File: src/rtl/pipelined_barrel_shifter_pkg.sv
// Shift-mode encodings shared by the barrel shifter top and its per-level stages.
package shifter_pkg;

  typedef enum logic [1:0] {
    SH_LSL = 2'b00,
    SH_LSR = 2'b01,
    SH_ASR = 2'b10,
    SH_ROR = 2'b11
  } sh_mode_e;

  // Bit position whose value is the last bit shifted out, for a nonzero amount.
  // LSL loses bits from the top; every other mode loses them from the bottom.
  function automatic int unsigned carry_pos(input sh_mode_e mode, input int unsigned amt,
                                            input int unsigned width);
    return (mode == SH_LSL) ? (width - amt) % width : (amt + width - 1) % width;
  endfunction

endpackage

File: src/rtl/pipelined_barrel_shifter_level.sv
// One log-shifter level: conditional fixed-distance shift, pipeline register and
// valid/ready load control. Mode, amount and carry ride along with the data.
module shifter_level
  import shifter_pkg::*;
#(
  parameter int WIDTH = 32,
  parameter int SHIFT = 1,
  parameter int AMT_W = $clog2(WIDTH)
) (
  input  logic             clk,
  input  logic             rst,
  input  logic             in_valid,
  input  logic [1:0]       in_mode,
  input  logic [AMT_W-1:0] in_amt,
  input  logic [WIDTH-1:0] in_data,
  input  logic             in_carry,
  output logic             out_valid,
  input  logic             out_ready,
  output logic [1:0]       out_mode,
  output logic [AMT_W-1:0] out_amt,
  output logic [WIDTH-1:0] out_data,
  output logic             out_carry
);

  localparam int BIT = $clog2(SHIFT);

  logic             ld;
  logic [WIDTH-1:0] shifted;

  // Load when empty or when the downstream stage takes our current content.
  assign ld = !out_valid || out_ready;

  always_comb begin
    shifted = in_data;
    if (in_amt[BIT]) begin
      case (sh_mode_e'(in_mode))
        SH_LSL:  shifted = in_data << SHIFT;
        SH_LSR:  shifted = in_data >> SHIFT;
        SH_ASR:  shifted = WIDTH'($signed(in_data) >>> SHIFT);
        SH_ROR:  shifted = (in_data >> SHIFT) | (in_data << (WIDTH - SHIFT));
        default: shifted = in_data;
      endcase
    end
  end

  always_ff @(posedge clk) begin
    if (rst) begin
      out_valid <= 1'b0;
      out_mode  <= '0;
      out_amt   <= '0;
      out_data  <= '0;
      out_carry <= 1'b0;
    end else if (ld) begin
      out_valid <= in_valid;
      if (in_valid) begin
        out_mode  <= in_mode;
        out_amt   <= in_amt;
        out_data  <= shifted;
        out_carry <= in_carry;
      end
    end
  end

endmodule

File: src/rtl/pipelined_barrel_shifter.sv
// Fully pipelined log-depth barrel shifter (LSL/LSR/ASR/ROR) with valid/ready flow
// control, carry-out and zero flags. One level per shift-amount bit, MSB first.
module pipelined_barrel_shifter
  import shifter_pkg::*;
#(
  parameter  int WIDTH = 32,
  localparam int AMT_W = $clog2(WIDTH)
) (
  input  logic             CLK,
  input  logic             RST,
  input  logic             IN_VALID,
  output logic             IN_READY,
  input  logic [1:0]       SH_MODE,
  input  logic [AMT_W-1:0] SH_AMT,
  input  logic [WIDTH-1:0] D_IN,
  output logic             OUT_VALID,
  input  logic             OUT_READY,
  output logic [WIDTH-1:0] D_OUT,
  output logic             D_CARRY,
  output logic             D_ZERO
);

  // Index 0 is the input port side; index k+1 is the register of level k.
  logic [AMT_W:0]            vld_pipe;
  logic [AMT_W:0]            rdy_pipe;
  logic [AMT_W:0]            cy_pipe;
  logic [AMT_W:0][1:0]       mode_pipe;
  logic [AMT_W:0][AMT_W-1:0] amt_pipe;
  logic [AMT_W:0][WIDTH-1:0] data_pipe;
  logic [AMT_W-1:0]          cy_idx;
  logic                      carry0;
  logic                      unused_ctrl;

  // Carry is fully determined by the original operand, so resolve it up front.
  always_comb begin
    cy_idx = AMT_W'(carry_pos(sh_mode_e'(SH_MODE), int'(SH_AMT), WIDTH));
    carry0 = (SH_AMT == '0) ? 1'b0 : D_IN[cy_idx];
  end

  assign vld_pipe[0]  = IN_VALID;
  assign mode_pipe[0] = SH_MODE;
  assign amt_pipe[0]  = SH_AMT;
  assign data_pipe[0] = D_IN;
  assign cy_pipe[0]   = carry0;

  // Ready ripples back from the output: a level may load if the next one is empty
  // or itself loading. Written as one loop so the chain is a plain combinational path.
  always_comb begin
    rdy_pipe[AMT_W] = OUT_READY;
    for (int k = AMT_W - 1; k >= 0; k--)
      rdy_pipe[k] = !vld_pipe[k+1] || rdy_pipe[k+1];
  end

  for (genvar k = 0; k < AMT_W; k++) begin : g_lvl
    shifter_level #(
      .WIDTH (WIDTH),
      .SHIFT (1 << (AMT_W - 1 - k)),
      .AMT_W (AMT_W)
    ) u_lvl (
      .clk       (CLK),
      .rst       (RST),
      .in_valid  (vld_pipe[k]),
      .in_mode   (mode_pipe[k]),
      .in_amt    (amt_pipe[k]),
      .in_data   (data_pipe[k]),
      .in_carry  (cy_pipe[k]),
      .out_valid (vld_pipe[k+1]),
      .out_ready (rdy_pipe[k+1]),
      .out_mode  (mode_pipe[k+1]),
      .out_amt   (amt_pipe[k+1]),
      .out_data  (data_pipe[k+1]),
      .out_carry (cy_pipe[k+1])
    );
  end

  // Input is refused while reset is held so nothing slips in during the flush.
  assign IN_READY  = rdy_pipe[0] && !RST;
  assign OUT_VALID = vld_pipe[AMT_W];
  assign D_OUT     = data_pipe[AMT_W];
  assign D_CARRY   = cy_pipe[AMT_W];
  assign D_ZERO    = vld_pipe[AMT_W] && (data_pipe[AMT_W] == '0);

  // Mode/amount are dead after the last level.
  assign unused_ctrl = ^{mode_pipe[AMT_W], amt_pipe[AMT_W]};

endmodule
File: config.mk
export PLATFORM = sky130hd
export DESIGN_NAME = pipelined_barrel_shifter
export DESIGN_NICKNAME = d
export VERILOG_FILES = /design/src/rtl/pipelined_barrel_shifter_pkg.sv /design/src/rtl/pipelined_barrel_shifter_level.sv /design/src/rtl/pipelined_barrel_shifter.sv
export SDC_FILE = /design/constraint.sdc
export NUM_CORES = 1
export LEC_CHECK = 0
export ABC_AREA = 1
export CAP_MARGIN = 20
export CORE_UTILIZATION = 40
export DETAILED_ROUTE_END_ITERATION = 12
export GPL_ROUTABILITY_DRIVEN = 0
export PLACE_DENSITY = 0.69
export SYNTH_ARGS = -nofsm -noshare
export SYNTH_HDL_FRONTEND = slang
export SYNTH_SLANG_ARGS = --single-unit
File: constraint.sdc
create_clock -name CLK -period 1.9 [get_ports CLK]
set_input_delay 0.475 -clock CLK [delete_from_list [all_inputs] [get_ports CLK]]
set_output_delay 0.475 -clock CLK [all_outputs]
set_load 0.02 [all_outputs]
Word-level counts from Yosys, hierarchy flattened
Cells that the tools add are included.

Add/subtract/negate cells: 3. $lt $le $gt $ge: 1. Equal/unequal tests: 15. Mux-type cells: 14. Bitwise gates (word level): 5. Reductions and logical operators: 25.

Operators with widths (number): 32-bit one-hot mux with 4 select lines (5); 32-bit two-way mux (5); 32-bit zero test (1); 16-bit by 32-bit OR with 32-bit output (1); 24-bit by 32-bit OR with 32-bit output (1); 28-bit by 32-bit OR with 32-bit output (1); 30-bit by 32-bit OR with 32-bit output (1); 31-bit by 32-bit OR with 32-bit output (1); 2-bit == test, second input constant (10); 2-bit by 1-bit == test with 1-bit output, second input constant (5); 2-bit zero test (5); 2-bit AND reduction (5); 1-bit zero test (6); 5-bit by 6-bit < comparator with 1-bit output, second input constant (1); 5-bit by 1-bit adder with 5-bit output, second input constant (1); 1-bit binary-select mux with 5-bit select (1); 5-bit zero test (1); 1-bit logical OR (5); 5-bit two-way mux (1); 1-bit by 5-bit subtractor with 5-bit output, first input constant (1); 5-bit by 1-bit subtractor with 5-bit output, second input constant (1); 1-bit logical AND (2); 1-bit two-way mux (2).

Bits in registers: 188.

Depth between registers and ports, before layout
Gate-level depths: netlist of run 1.

Depth after elaboration: 7. Gate-level depth with buffers: 13. Depth with buffers taken out: 12.

Hierarchy
From an unflattened synthesis of run 1, not the netlist that was laid out.

Cells, all modules: 1628. Area total of the unflattened synthesis: 11083.1 um2.

By module, submodules not included: shifter_level (g_lvl[3].u_lvl) (instances 1, cells each 306, area an instance 2135.8 um2, seq. area each 820.8 um2); shifter_level (g_lvl[4].u_lvl) (instances 1, cells each 303, area an instance 2097.0 um2, seq. area each 820.8 um2); shifter_level (g_lvl[2].u_lvl) (instances 1, cells each 303, area an instance 2064.5 um2, seq. area each 820.8 um2); shifter_level (g_lvl[1].u_lvl) (instances 1, cells each 291, area an instance 2055.7 um2, seq. area each 820.8 um2); shifter_level (g_lvl[0].u_lvl) (instances 1, cells each 269, area an instance 1955.6 um2, seq. area each 820.8 um2); pipelined_barrel_shifter (instances 1, cells each 156, area an instance 774.5 um2, seq. area each 0.0 um2).

Worst setup path before layout of run 1
OpenSTA, ideal clock, no wires.

Path kind: reg-to-output. From: register g_lvl[4].u_lvl.out_valid. To: output D_ZERO. Arrival: 1532 ps. Required time: 1425 ps. Path slack: -107 ps. Cell stages (with the launch flop): 5. Cells stage by stage: dfxtp_1 -> nand3_1 -> nor4_1 -> nand4_1 -> nor4_1.

Word-level cells in the longest chain between the ends: 1.

Ends and longest elaborated chain: start, declared (line pipelined_barrel_shifter_level.sv:17) `output logic out_valid,`; start signal, assigned (line pipelined_barrel_shifter_level.sv:54) `out_valid <= in_valid;`; 1-bit logical AND (line pipelined_barrel_shifter.sv:81) `assign D_ZERO = vld_pipe[AMT_W] && (data_pipe[AMT_W] == '0);`; end, declared (line pipelined_barrel_shifter.sv:20) `output logic D_ZERO`.

Every way passes these cells.

Final worst setup path of run 1
From: register g_lvl[4].u_lvl.out_data[17]. To: output D_ZERO.

Word-level cells in the longest chain between the ends: 2.

Ends and longest elaborated chain: start, declared (line pipelined_barrel_shifter_level.sv:21) `output logic [WIDTH-1:0] out_data,`; start signal, assigned (line pipelined_barrel_shifter_level.sv:58) `out_data <= shifted;`; 32-bit zero test (line pipelined_barrel_shifter.sv:81); 1-bit logical AND (line pipelined_barrel_shifter.sv:81).

Every way passes these cells.

==> reports/results.txt, run 1 <==
Largest family of logic cells by synthesized area - compound AO/OA/AOI/OAI gates
EDFF count, synth - 0
Status - complete, but fails checks
Initial DRT Pass Iterations - 6
Sequential cell area fraction in the yosys report - 38.6%
Final #Nets - 1479
Final worst setup slack - -0.374 ns
Power per Cell Area - 769 nW/um2
Post-Synth Simple-Gate Area - 10.3%
Worst setup SP type - flip-flop
Worst slew pin tran - 0.862 ns
Mapped Cells - 1358
Finished Cell Area - 11900 um2
Yosys reg bits - 188
Htree depth - 4
Die Span Y - 158 um
Vias per inst - 5.47
Met2 Track Usage GR - 35.2%
Worst-path clk slew - 0.07 ns
Clock root cell - clkbuf_16
Worst hold stages - 3
Hpwl dp - 19300 um
Critical Path AT - 1.80 ns
Die Width - 158 um
Clk_lat worst skew - 0.43 ns
Post-synth net total - 1404
Tcrit/Tclk final - 120%
First-pass GRT wire length - 42700 um
Synth Area in XOR/XNOR - 0.538%
Mux cell area share after synthesis - 0%
Row count - 56
Distinct cell type count after synthesis - 32
Post-CTS Setup Bufs - 0
Clock sinks - 188
GRT Total Usage - 21.2%
Final design utilization - 50.3%
Met3 usage - 2.74%
Layout cells sized above 1 - 13.8%
Rel. slew slack - 42.5%
Clk buf depth - 2
GRT Max-Usage Layer - met2
Fin cells - 1765
Vias in the first global route - 8699
Critical path class - flip-flop to output pin
Drt wl/cell - 14.8 um
Yosys Warn Count - 0
Peak VDD IR - 0.459 mV
Filler cells - 2405
Num CTS Buffers - 17
Layout area overhead - 22.0%
Endpoints failing setup - 2
Hold/Removal Path Class - primary input to flip-flop
Min Tclk post-route - 2.27 ns
Pleak - 4.63 nW
Achievable frequency - 440 MHz
Pins Over Slew Limit - 0
Total Wirelength - 26100 um
# IOs - 79
PortBufs - 78
Core ar. - 23700 um2
Initial antenna violation count - 0
Compound-gate portion of the synthesized area - 36.6%
Crit Path Max Fanout - 2
Drt drc - 0
CTS Hold Bufs - 0
Adder-cell share of the synthesized area - 0.385%
TritonCTS clock tree - yes
Final hold vios - 0
Primary FF master, synth - dfxtp_1
DIE AREA - 25000 um2
Grt ovf - 0
Starting Density - 41.2%
Async set-reset flop share out of synthesis - 0%
Vias - 9656
N_diodes - 0
Max-cap violations - 0
Met1 GRT Util - 27.7%
RSZ-0062 raised after global routing - yes
Req. time, crit path - 1.42 ns
Avg Cell Area, Syn - 7.19 um2
Final antenna-violating net count - 0
Largest net degree at the start of global routing - 84
Most frequent cells in the layout - 231 x a21oi_1, 229 x o21ai_0, 185 x dfxtp_1
Worst Setup End Kind - output pin
Clock Skew - 0.00654 ns
# placed instances - 1732
Placed cell area - 11300 um2
Cell Area, Synth - 9760 um2
DRT iter0 DRCs - 718
Failing checks - negative setup slack
Reg2Reg Depth - 13
Pre-CTS setup slack - -0.556 ns
Most common cell after layout, fill and taps aside - a21oi_1
metal layers:
layer,up-vias,wire length (um)
li1,4906,-
met1,4368,12000
met2,333,12200
met3,49,1220
met4,0,633
met5,-,0
through the flow:
| stage | TNS (ns) | total power, mW | hold slack [ns] |
|---|---|---|---|
| 2_1_floorplan | 0 | 5.28 | 0.445 |
| 3_5_place_dp | -40.35 | 5.81 | 0.469 |
| 3_3_place_gp | -37.64 | 5.79 | 0.467 |
| 6_report | -0.531 | 9.16 | 0.358 |
| 4_1_cts | -0.624 | 9.18 | 0.343 |
| 5_1_grt | -0.745 | 9.55 | 0.364 |
synthesized netlist by cell type (24+ instances only):
library cell / number / area (um2)
o21ai_0: 234 / 1170
clkbuf_1: 77 / 289
nand2_1: 80 / 300
o22ai_1: 24 / 150
inv_1: 160 / 601
nand3_1: 51 / 255
nor2_1: 77 / 289
buf_4: 35 / 263
a21oi_1: 232 / 1160
a221oi_1: 78 / 683
dfxtp_1: 188 / 3760
a31oi_1: 25 / 156
critical path: stages (launching register included):
cell and delay, ns:
dfxtp_2 0.33, inv_2 0.05, nand4_1 0.16, nor4_1 0.30, buf_4 0.15, nand4_1 0.08, nor4_2 0.13, buf_4 0.17
sequential cells by signal, summed over array words and instances (netlist names):
name                   count
g_lvl.u_lvl.out_data     160
g_lvl.u_lvl.out_amt       10
g_lvl.u_lvl.out_mode       8
g_lvl.u_lvl.out_carry      5
g_lvl.u_lvl.out_valid      5
cell families after synthesis:
group / count (synthesis)
compound gates: 622
xor+xnor: 6
fa+ha+maj: 3
buf+inv: 307
flops: 188
simple gates: 232
power by group:
part / total [mW] / internal, mW / leakage (nW) / switching [mW]
clock network: 3.39 / 1.76 / 0.273 / 1.63
logic: 1.44 / 0.580 / 2.82 / 0.860
registers: 4.33 / 4.14 / 1.54 / 0.182
repair_timing:
item | 4_1_cts | 5_1_grt
hold endpoints to repair | 0 | 0
pin swaps | 7 | 0
endpoints found under the setup margin | 22 | 30
gates resized for setup | 38 | 17
cloned | 0 | 1
layout make-up:
type	instances	area, um2	area share, %
timing repair buffer	195	1830	15.3
sequential	188	3770	31.6
tap	319	399	3.35
inverter	168	631	5.30
clock inverter	14	121	1.02
multi-input combinational	863	4720	39.7
clock buffer	18	439	3.69
final timing paths:
path	startpoint	endpoint	slack (ns)
worst max register to register	g_lvl[4].u_lvl.out_valid	g_lvl[1].u_lvl.out_data[25]	0.14
worst max-delay path	g_lvl[4].u_lvl.out_data[17]	D_ZERO	-0.37
worst min register to register	g_lvl[0].u_lvl.out_data[8]	g_lvl[1].u_lvl.out_data[8]	0.48
worst min-delay path	RST	g_lvl[0].u_lvl.out_valid	0.36
(Power assumes the default switching activity.)
==> run 2: changes to the inputs <==
--- a/config.mk
+++ b/config.mk
@@ -9,8 +9,9 @@
 export CAP_MARGIN = 20
 export CORE_UTILIZATION = 40
 export DETAILED_ROUTE_END_ITERATION = 12
+export DONT_BUFFER_PORTS = 1
 export GPL_ROUTABILITY_DRIVEN = 0
-export PLACE_DENSITY = 0.69
+export PLACE_DENSITY = 0.65
 export SYNTH_ARGS = -nofsm -noshare
 export SYNTH_HDL_FRONTEND = slang
 export SYNTH_SLANG_ARGS = --single-unit
==> reports/results.txt, run 2 (synthesized netlist as in run 1, its figures left out) <==
TritonCTS clock tree - yes
Placed cell area - 10000 um2 (-11%)
Worst setup SP type - flip-flop
Max-cap violations - 0 (unchanged)
Core ar. - 23700 um2 (unchanged)
Die Width - 158 um (unchanged)
Pwr Total - 9.07 mW (-0.99%)
Crit Path Max Fanout - 2 (unchanged)
DRT iter0 DRCs - 885 (+23%)
Most frequent cells in the layout - 233 x o21ai_0, 231 x a21oi_1, 185 x dfxtp_1
Grt ovf - 0 (unchanged)
Switch share - 28.7% (-0.49 points)
Pre-CTS setup slack - -0.233 ns (+0.323 ns)
Largest reg by FF count - g_lvl.u_lvl.out_data
GRT Total Usage - 20.8% (-0.37 points)
Final antenna-violating net count - 0 (unchanged)
Initial antenna violation count - 0 (unchanged)
Most common cell after layout, fill and taps aside - o21ai_0
Rel. slew slack - 33.3% (-9.2 points)
Reg2Reg Depth - 12 (-1)
WHS - 0.101 ns (-0.256 ns)
Pins Over Slew Limit - 0 (unchanged)
Layout cells sized above 1 - 10.0% (-3.7 points)
N_diodes - 0 (unchanged)
Max reg flops - 160 (unchanged)
Final worst setup slack - -0.380 ns (-0.00597 ns)
Largest net degree at the start of global routing - 104 (+24%)
Psw - 2.60 mW (-2.6%)
Worst hold stages - 1 (-2)
Hold/Removal Path Class - primary input to flip-flop
Starting Density - 41.2% (unchanged)
Failing checks - negative setup slack
Vias - 9104 (-5.7%)
Power per Cell Area - 845 nW/um2 (+9.9%)
DIE AREA - 25000 um2 (unchanged)
Vias in the first global route - 7923 (-8.9%)
Worst Setup End Kind - output pin
Final hold vios - 0 (unchanged)
Clk buf depth - 2 (unchanged)
Worst slew pin tran - 0.997 ns (+0.135 ns)
Hpwl dp - 18300 um (-5.2%)
Clk_lat worst skew - 0.43 ns (about the same)
Num CTS Buffers - 17 (unchanged)
Achievable frequency - 439 MHz (-0.26%)
Clock sinks - 188 (unchanged)
Clock root cell - clkbuf_16
Vias per inst - 5.60 (+2.3%)
Finished Cell Area - 10700 um2 (-9.9%)
Power share of the combinational group - 13.2% (-2.5 points)
Layout area overhead - 9.94%
Drt wl/cell - 15.8 um (+7.3%)
Top flop regs - g_lvl.u_lvl.out_data: 160 flops, g_lvl.u_lvl.out_amt: 10 flops, g_lvl.u_lvl.out_mode: 8 flops
CTS Hold Bufs - 0 (unchanged)
Clock share of power - 39.0% (+2.0 points)
Cell internal pwr - 6.46 mW (-0.31%)
Endpoints failing setup - 2 (unchanged)
Tcrit/Tclk final - 120% (+0.31 points)
First-pass GRT wire length - 41500 um (-2.7%)
Critical path class - flip-flop to output pin
Die Span Y - 158 um (unchanged)
Seq pwr share - 47.8% (+0.5 points)
Min Tclk post-route - 2.28 ns (+0.00597 ns)
Critical Path AT - 1.81 ns (about the same)
Worst-path clk slew - 0.07 ns (about the same)
RSZ-0062 raised after global routing - yes
# IOs - 79 (unchanged)
Total Wirelength - 25800 um (-1.1%)
Peak VDD IR - 0.546 mV (+19%)
Initial DRT Pass Iterations - 5 (-1)
Htree depth - 4 (unchanged)
Status - complete, but fails checks
Row count - 56 (unchanged)
Final #Nets - 1341 (-9.3%)
PortBufs - 0 (-100%)
Drt drc - 0 (unchanged)
Pleak - 3.97 nW (-14%)
Setup TNS - -0.488 ns (+0.0430 ns)
Req. time, crit path - 1.42 ns (about the same)
Clock Skew - 0.0164 ns (+0.00984 ns)
## run 2: cell count changes in the layout (fill, tap and decap cells not counted), sizes merged
cell           change
buf               -63
bufinv             +1
clkdlybuf4s50     -53
clkinv             +1
clkinvlp           -1
dlygate4sd2       -19
dlymetal6s2s       -3
inv                -1
## run 2: power groups by stage
stage / clock network (mW) / logic [mW] / registers [mW]
after floorplan: 0 / 0.941 / 4.33
after global placement: 0 / 1.14 / 4.42
after detailed placement: 0 / 1.15 / 4.42
after CTS: 3.60 / 1.17 / 4.33
after global routing: 3.80 / 1.33 / 4.36
final: 3.53 / 1.20 / 4.34
## run 2: area by class of cell
| class | count | area [um2] |
|---|---|---|
| Multi-Input combinational cell | 863 | 4740 |
| Inverter | 168 | 639 |
| Clock buffer | 18 | 439 |
| Fill cell | 2411 | 13000 |
| Sequential cell | 188 | 3770 |
| Tap cell | 319 | 399 |
| Clock inverter | 14 | 149 |
| Timing Repair Buffer | 57 | 599 |
## run 2: worst paths after layout
kind	slack, ns	from	to
worst max register to register	0.15	g_lvl[4].u_lvl.out_valid	g_lvl[0].u_lvl.out_amt[1]
worst min-delay path	0.10	RST	g_lvl[4].u_lvl.out_valid
worst min register to register	0.48	g_lvl[1].u_lvl.out_data[3]	g_lvl[2].u_lvl.out_data[3]
worst max-delay path	-0.38	g_lvl[4].u_lvl.out_data[31]	D_ZERO
## run 2: repair_timing
action	4_1_cts	5_1_grt
pin swaps	5	3
gates resized for setup	9	13
gates cloned	0	1
setup buffers	1	0
endpoints found under the setup margin	3	49
## run 2: per-layer routing
metal | GRT usage (%) | wire (um) | part of all wire (%)
met1 | 28.7 | 12400 | 48
met2 | 32.3 | 11500 | 44
met3 | 4.43 | 1560 | 6.0
met4 | 6.18 | 401 | 1.6
met5 | 0 | 0 | 0
## run 2: stage by stage
stage,instances,util [%]
detailed placement,1593,42.4
CTS,1626,45.0
global route,1627,45.3
global placement,1593,42.4
floorplan,1358,-
finish,1627,45.3
## run 2: worst max-delay path, stage by stage (launching register included)
cell and delay [ns]:
dfxtp_2 0.34, nor2_4 0.11, nand3_2 0.16, nor4_4 0.31
nand4_1 0.13, nor4_2 0.15, buf_4 0.18
